**config.mk**
```make
export PLATFORM = sky130hd
export DESIGN_NAME = mem_out_streamer
export DESIGN_NICKNAME = d
export VERILOG_FILES = /design/src/rtl/mem_out_streamer.sv
export SDC_FILE = /design/constraint.sdc
export NUM_CORES = 1
export LEC_CHECK = 0
export CAP_MARGIN = 20
export CORE_UTILIZATION = 54
export CTS_BUF_LIST = sky130_fd_sc_hd__clkbuf_2
export DETAILED_ROUTE_END_ITERATION = 10
export PLACE_DENSITY_LB_ADDON = 0.3
export SLEW_MARGIN = 20
export SYNTH_ARGS = -nofsm -noshare
export SYNTH_HDL_FRONTEND = slang
export SYNTH_SLANG_ARGS = --single-unit
```
**constraint.sdc**
```tcl
create_clock -name clk -period 5.15 [get_ports clk]
set_input_delay 1.03 -clock clk [delete_from_list [all_inputs] [get_ports clk]]
set_output_delay 1.03 -clock clk [all_outputs]
set_load 0.01 [all_outputs]
```
**src/rtl/mem_out_streamer.sv**
```systemverilog
// -----------------------------------------------------------------------------
// mem_out_streamer
//
// Purpose:
//   Snoops the single-cycle core's data-memory write bus and queues every
//   aligned store that lands inside a memory-mapped output window. Queued
//   entries are presented head-first on a valid/ready stream for the display
//   or serial peripheral. The core is never stalled: a store that arrives
//   while the queue is full (and nothing is popped that cycle) is dropped.
//
// Optional feature macro:
//   MEM_OUT_DROPCNT_EN - when defined, drop_count counts lost stores and
//                        saturates at 16'hFFFF. When undefined, no counter is
//                        built and drop_count is tied to zero.
//
// Parameters:
//   DEPTH        - queue entries, power of two, 2..64
//   BASE_ADDR    - first byte address of the output window, 4-byte aligned
//   WINDOW_WORDS - window size in 32-bit words, power of two, 1..256
//
// Ports:
//   clk        in   single clock, rising edge
//   reset      in   asynchronous, active-high
//   MemWrite   in   core store strobe (same cycle as address/data)
//   DataAdr    in   core data byte address
//   WriteData  in   core store data
//   out_valid  out  head entry available
//   out_ready  in   consumer accepts the head this cycle
//   out_data   out  head entry store data
//   out_offset out  head entry word offset inside the window
//   count      out  number of entries held
//   full       out  count == DEPTH
//   drop_count out  stores lost to a full queue
// -----------------------------------------------------------------------------
module mem_out_streamer #(
  parameter int          DEPTH        = 8,
  parameter logic [31:0] BASE_ADDR    = 32'h0000_1000,
  parameter int          WINDOW_WORDS = 16
) (
  input  logic                     clk,
  input  logic                     reset,
  input  logic                     MemWrite,
  input  logic [31:0]              DataAdr,
  input  logic [31:0]              WriteData,
  output logic                     out_valid,
  input  logic                     out_ready,
  output logic [31:0]              out_data,
  output logic [7:0]               out_offset,
  output logic [$clog2(DEPTH):0]   count,
  output logic                     full,
  output logic [15:0]              drop_count
);

  localparam int AW = $clog2(DEPTH);
  localparam int CW = AW + 1;

  // Window size in bytes; compared against the unsigned distance from
  // BASE_ADDR so a single compare covers both window bounds.
  localparam logic [31:0] WINDOW_BYTES = 32'(4 * WINDOW_WORDS);

  // ---------------------------------------------------------------------------
  // Store decode
  // ---------------------------------------------------------------------------
  logic [31:0] w_rel;       // byte distance from the window base (mod 2^32)
  logic [7:0]  w_word_off;  // word offset of the store inside the window
  logic        w_hit;

  // Addresses below BASE_ADDR wrap to huge values, so "w_rel < WINDOW_BYTES"
  // is exactly BASE_ADDR <= DataAdr < BASE_ADDR + 4*WINDOW_WORDS. BASE_ADDR
  // is word aligned, so the low bits of w_rel equal the low address bits.
  assign w_rel      = DataAdr - BASE_ADDR;
  assign w_word_off = w_rel[9:2];
  assign w_hit      = MemWrite && (w_rel < WINDOW_BYTES) && (w_rel[1:0] == 2'b00);

  // ---------------------------------------------------------------------------
  // Queue state
  // ---------------------------------------------------------------------------
  logic [AW-1:0] r_wr_ptr;
  logic [AW-1:0] r_rd_ptr;
  logic [CW-1:0] r_count;
  logic [39:0]   r_head;      // {offset, data} of the entry shown on the stream

  // Entry storage: {word offset, store data}. Not reset; only slots between
  // the pointers are ever observed.
  logic [39:0]   r_mem [DEPTH];

  logic          w_empty;
  logic          w_full;
  logic          w_pop;
  logic          w_push;
  logic [AW-1:0] w_rd_ptr_inc;
  logic [39:0]   w_new_entry;

  assign w_empty      = (r_count == CW'(0));
  assign w_full       = (r_count == CW'(DEPTH));
  assign w_pop        = !w_empty && out_ready;
  // A pop in the same cycle frees the slot, so a full queue still accepts.
  assign w_push       = w_hit && (!w_full || w_pop);
  assign w_rd_ptr_inc = r_rd_ptr + AW'(1);
  assign w_new_entry  = {w_word_off, WriteData};

  // ---------------------------------------------------------------------------
  // Head register selection
  //
  // The stream outputs come from r_head rather than straight from the array,
  // so they reset cleanly and never depend combinationally on the store bus.
  // After each edge r_head must hold the entry at the new read pointer:
  //   - pop with more than one entry left: the next array slot, which is
  //     already written (it can only be the write slot when count == 1);
  //   - queue becomes non-empty from empty (or refills in the same edge that
  //     pops its last entry): the incoming store itself;
  //   - otherwise the head is unchanged (or the queue is empty: hold).
  // ---------------------------------------------------------------------------
  logic        w_head_load;
  logic [39:0] w_head_next;

  always_comb begin
    w_head_load = 1'b0;
    w_head_next = r_mem[w_rd_ptr_inc];
    if (w_pop && (r_count > CW'(1))) begin
      w_head_load = 1'b1;
      w_head_next = r_mem[w_rd_ptr_inc];
    end else if (w_push && (w_empty || (w_pop && (r_count == CW'(1))))) begin
      w_head_load = 1'b1;
      w_head_next = w_new_entry;
    end
  end

  // ---------------------------------------------------------------------------
  // Array write port
  // ---------------------------------------------------------------------------
  always_ff @(posedge clk) begin
    if (w_push) begin
      r_mem[r_wr_ptr] <= w_new_entry;
    end
  end

  // ---------------------------------------------------------------------------
  // Pointers, occupancy and head
  // ---------------------------------------------------------------------------
  always_ff @(posedge clk or posedge reset) begin
    if (reset) begin
      r_wr_ptr <= '0;
      r_rd_ptr <= '0;
      r_count  <= '0;
      r_head   <= '0;
    end else begin
      if (w_push) begin
        r_wr_ptr <= r_wr_ptr + AW'(1);
      end
      if (w_pop) begin
        r_rd_ptr <= w_rd_ptr_inc;
      end
      unique case ({w_push, w_pop})
        2'b10:   r_count <= r_count + CW'(1);
        2'b01:   r_count <= r_count - CW'(1);
        default: r_count <= r_count;
      endcase
      if (w_head_load) begin
        r_head <= w_head_next;
      end
    end
  end

  // ---------------------------------------------------------------------------
  // Drop counter
  // ---------------------------------------------------------------------------
`ifdef MEM_OUT_DROPCNT_EN
  logic        w_drop;
  logic [15:0] r_drop_count;

  assign w_drop = w_hit && w_full && !w_pop;

  always_ff @(posedge clk or posedge reset) begin
    if (reset) begin
      r_drop_count <= '0;
    end else if (w_drop && (r_drop_count != 16'hFFFF)) begin
      r_drop_count <= r_drop_count + 16'd1;
    end
  end

  assign drop_count = r_drop_count;
`else
  assign drop_count = 16'h0000;
`endif

  // ---------------------------------------------------------------------------
  // Outputs: all derived from registered state
  // ---------------------------------------------------------------------------
  assign out_valid  = !w_empty;
  assign out_data   = r_head[31:0];
  assign out_offset = r_head[39:32];
  assign count      = r_count;
  assign full       = w_full;

endmodule

```
==> impl_metrics.py <==
metrics = {
    "finish": {
        "layout.nets": 924,
        "drive_gt1_share_pct": 28.7,
        "final_core_util_pct": 64.1,
        "fin_cells": 1260,
        "syn2layout_area_growth_pct": 16.9,
        "fin_area_um2": 16700,
    },
    "pwr": {
        "p_per_area_nw_per_um2": 343,
        "internal-power_mw": 4.39,
        "p_total_mw": 5.71,
        "peakVddDrop_mv": 0.150,
        "power_switching_mw": 1.32,
        "switching_share_pct": 23.2,
        "power.clock.fraction_pct": 33.5,
        "leakagePower_nw": 5.69,
        "combPwrFrac_pct": 7.1,
        "seqPwrFrac_pct": 59.4,
    },
    "clocking": {
        "hold_buffers": 0,
        "clk_pin_slew_ns": 0.11,
        "cts_tree": "built",
        "clockBufferDepth": 3,
        "cts_buffers": 88,
        "h-tree-depth": 3,
        "clock_tree.root_cell": "clkbuf_2",
        "post_cts_resized": 0,
        "clkSinkCount": 370,
        "post_cts_buffers": 0,
        "clk_latency_ns": 0.85,
    },
    "timing": {
        "rsz0062_at_grt": "false",
        "worst_slack_ns": 1.61,
        "period_needed_ns": 3.54,
        "final.setup.tns_ns": 0,
        "post-route-period-util_pct": 68.7,
        "clock.fmax_mhz": 283,
        "clock-skew-final_ns": 0.0400,
        "setup_violations": 0,
        "worst_pin_slew_ns": 1.05,
        "report.final.slew_viol_count": 0,
        "hold_viol": 0,
        "relSlewSlack_pct": 30.2,
        "whs_ns": 0.507,
    },
    "setup_path": {
        "critPathArrivalTime_ns": 2.51,
        "crit_start": "count[0]",
        "endpoint_kind": "primary output",
        "r2r_cells": 4,
        "cp-endpoint": "full",
        "start_kind": "flop",
        "critical_path_class": "reg2out",
        "rr_endpoint": "r_head[6]",
        "required_ns": 4.12,
        "r2r_start": "r_rd_ptr[0]",
        "path_max_fanout": 6,
        "reg2reg_setup_slack_ns": 1.99,
    },
    "synthesis": {
        "synth_top_family_by_area": "multiplexers",
        "yosys-mux-area-fraction_pct": 12.9,
        "synth-xor-area-share_pct": 0.553,
        "netlist_top_cells_area": "edfxtp_1, mux4_2, dfrtp_1",
        "yosys-top-cells-count": "edfxtp_1, mux4_2, dfrtp_1, a221o_1, a22o_1",
        "syn_inst": 660,
        "synth_top_cell_area_share_pct": 67.4,
        "synth_area_um2": 14300,
        "synth_fa_ha_area_share_pct": 0.527,
        "yosys.area_share.simple_pct": 1.83,
        "ys_async_sr_fraction_pct": 13.5,
        "synth_seq_cells": 370,
        "synth_edf_count": 320,
        "syn_avg_cell_area_um2": 21.6,
        "synth_largest_area_cell": "edfxtp_1",
        "ys.flop_type": "edfxtp_1",
        "ys_seq_area_share_pct": 76.2,
        "synth_compound_area_share_pct": 5.54,
        "synth_cell_types": 40,
        "synth.most_common_cell": "edfxtp_1",
        "ys_warn_count": 0,
    },
    "global_route": {
        "groute.usage.overall_pct": 22.6,
        "antenna_found_initial": 1,
        "grt_pass1_vias": 7937,
        "overflow": 0,
        "grt_first_pass_wirelength_um": 44400,
        "grt_max_degree": 51,
    },
    "status": {
        "outcome": "finished clean",
    },
    "floorplanning": {
        "core_um2": 26000,
        "dieArea_um2": 27100,
        "rows": 59,
        "num_io_pins": 130,
        "initial_core_util_pct": 54.9,
        "die_y_um": 164,
        "die_width_um": 164,
    },
    "detailed_routing": {
        "wl_um": 29000,
        "routed-via-count": 7445,
        "drtAntennaViolNets": 0,
        "drt_first_pass_iters": 4,
        "vias_per_cell": 5.91,
        "post-route-drc-count": 0,
        "drt-wirelength-per-cell_um": 23.0,
        "dr.first_iter.drc_count": 610,
    },
    "placed_design": {
        "dpl.cell_count": 1095,
        "gp_congestion": 0.756,
        "io_buffer_count": 113,
        "post-dp-hpwl_um": 16400,
        "place_ws_ns": 1.07,
        "placed_cell_area_um2": 15800,
    },
    "run": {
        "maxCapViolCount": 0,
    },
    "hold_path": {
        "hold_path_class": "reg2reg",
    },
}
## worst max-delay path, stage by stage, from the launching register on
cell and delay (ns):
dfrtp_1 0.48, inv_1 0.12, ha_1 0.26, nand3b_1 0.18
inv_1 0.09, clkdlybuf4s50_1 0.53
## cells in the final DEF, fill, tap and decap left out, drive strengths merged
cell type      netlist  final
a21oi                2      2
a221o               36     36
a22o                36     36
a22oi                4      4
and4b                1      1
buf                 35     23
bufinv               0      2
clkbuf              16    138
clkdlybuf4s50        0    113
clkinv               0     23
conb                 1     16
dfrtp               50     50
diode                0      2
edfxtp             320    320
ha                   6      6
inv                 11     11
mux2                 2      2
mux2i                1      1
mux4                80     80
nand2                7      7
nand2b               1      1
nand3                4      4
nand3b               1      1
nand4b               1      1
nor2                 5      5
nor2b                1      1
nor3                 2      2
nor4                10     10
nor4b                5      5
o211a                1      1
o21a                 1      1
o21ai                9      9
o31ai                1      1
or3                  1      1
xnor2                6      6
xor2                 3      3
## worst min-delay path by stage
| stage | cells past startpoint | slack, ns | startpoint | end |
|---|---|---|---|---|
| after floorplan | 1 | 0.46 | r_rd_ptr[2] | r_rd_ptr[2] |
| after global placement | 1 | 0.48 | r_rd_ptr[2] | r_rd_ptr[2] |
| after detailed placement | 1 | 0.49 | r_rd_ptr[2] | r_rd_ptr[2] |
| after CTS | 1 | 0.51 | r_rd_ptr[2] | r_rd_ptr[2] |
| after global routing | 1 | 0.52 | r_rd_ptr[2] | r_rd_ptr[2] |
| final | 1 | 0.51 | r_rd_ptr[2] | r_rd_ptr[2] |
## layer usage
metal	up-vias	track usage [%]	share of wire, %
met5	-	0	0
met4	0	7.55	1.5
met3	42	5.83	7.4
met2	341	36.5	51
met1	3843	30.1	41
li1	3219	-	-
## kinds of logic after synthesis
kind of cell | count (synthesis)
compound gates | 90
xor+xnor | 9
fa+ha+maj | 6
buf+inv | 62
flops | 370
mux | 83
other cells | 1
simple gates | 39
## area by class of cell
type,count,area (um^2)
multi-input cells,243,3190
fillers,1775,9320
inverters,11,41.3
clock buffers,138,691
diodes,2,5.00
flip-flops and latches,370,10900
well taps,335,419
repair buffers,136,1300
clock inverters,25,150
## power by group through the flow
| stage | clock network, mW | logic [mW] | registers [mW] |
|---|---|---|---|
| after CTS | 1.97 | 0.410 | 3.39 |
| final | 1.91 | 0.406 | 3.39 |
| after global placement | 0 | 0.397 | 3.45 |
| after floorplan | 0 | 0.0985 | 3.49 |
| after detailed placement | 0 | 0.408 | 3.45 |
| after global routing | 2.11 | 0.436 | 3.40 |
## sequential cells by signal, indices dropped and copies added (netlist names)
name	cells
count	4
r_head	40
r_mem	320
r_rd_ptr	3
r_wr_ptr	3
No activity file was read; power rests on OpenSTA's default activity.
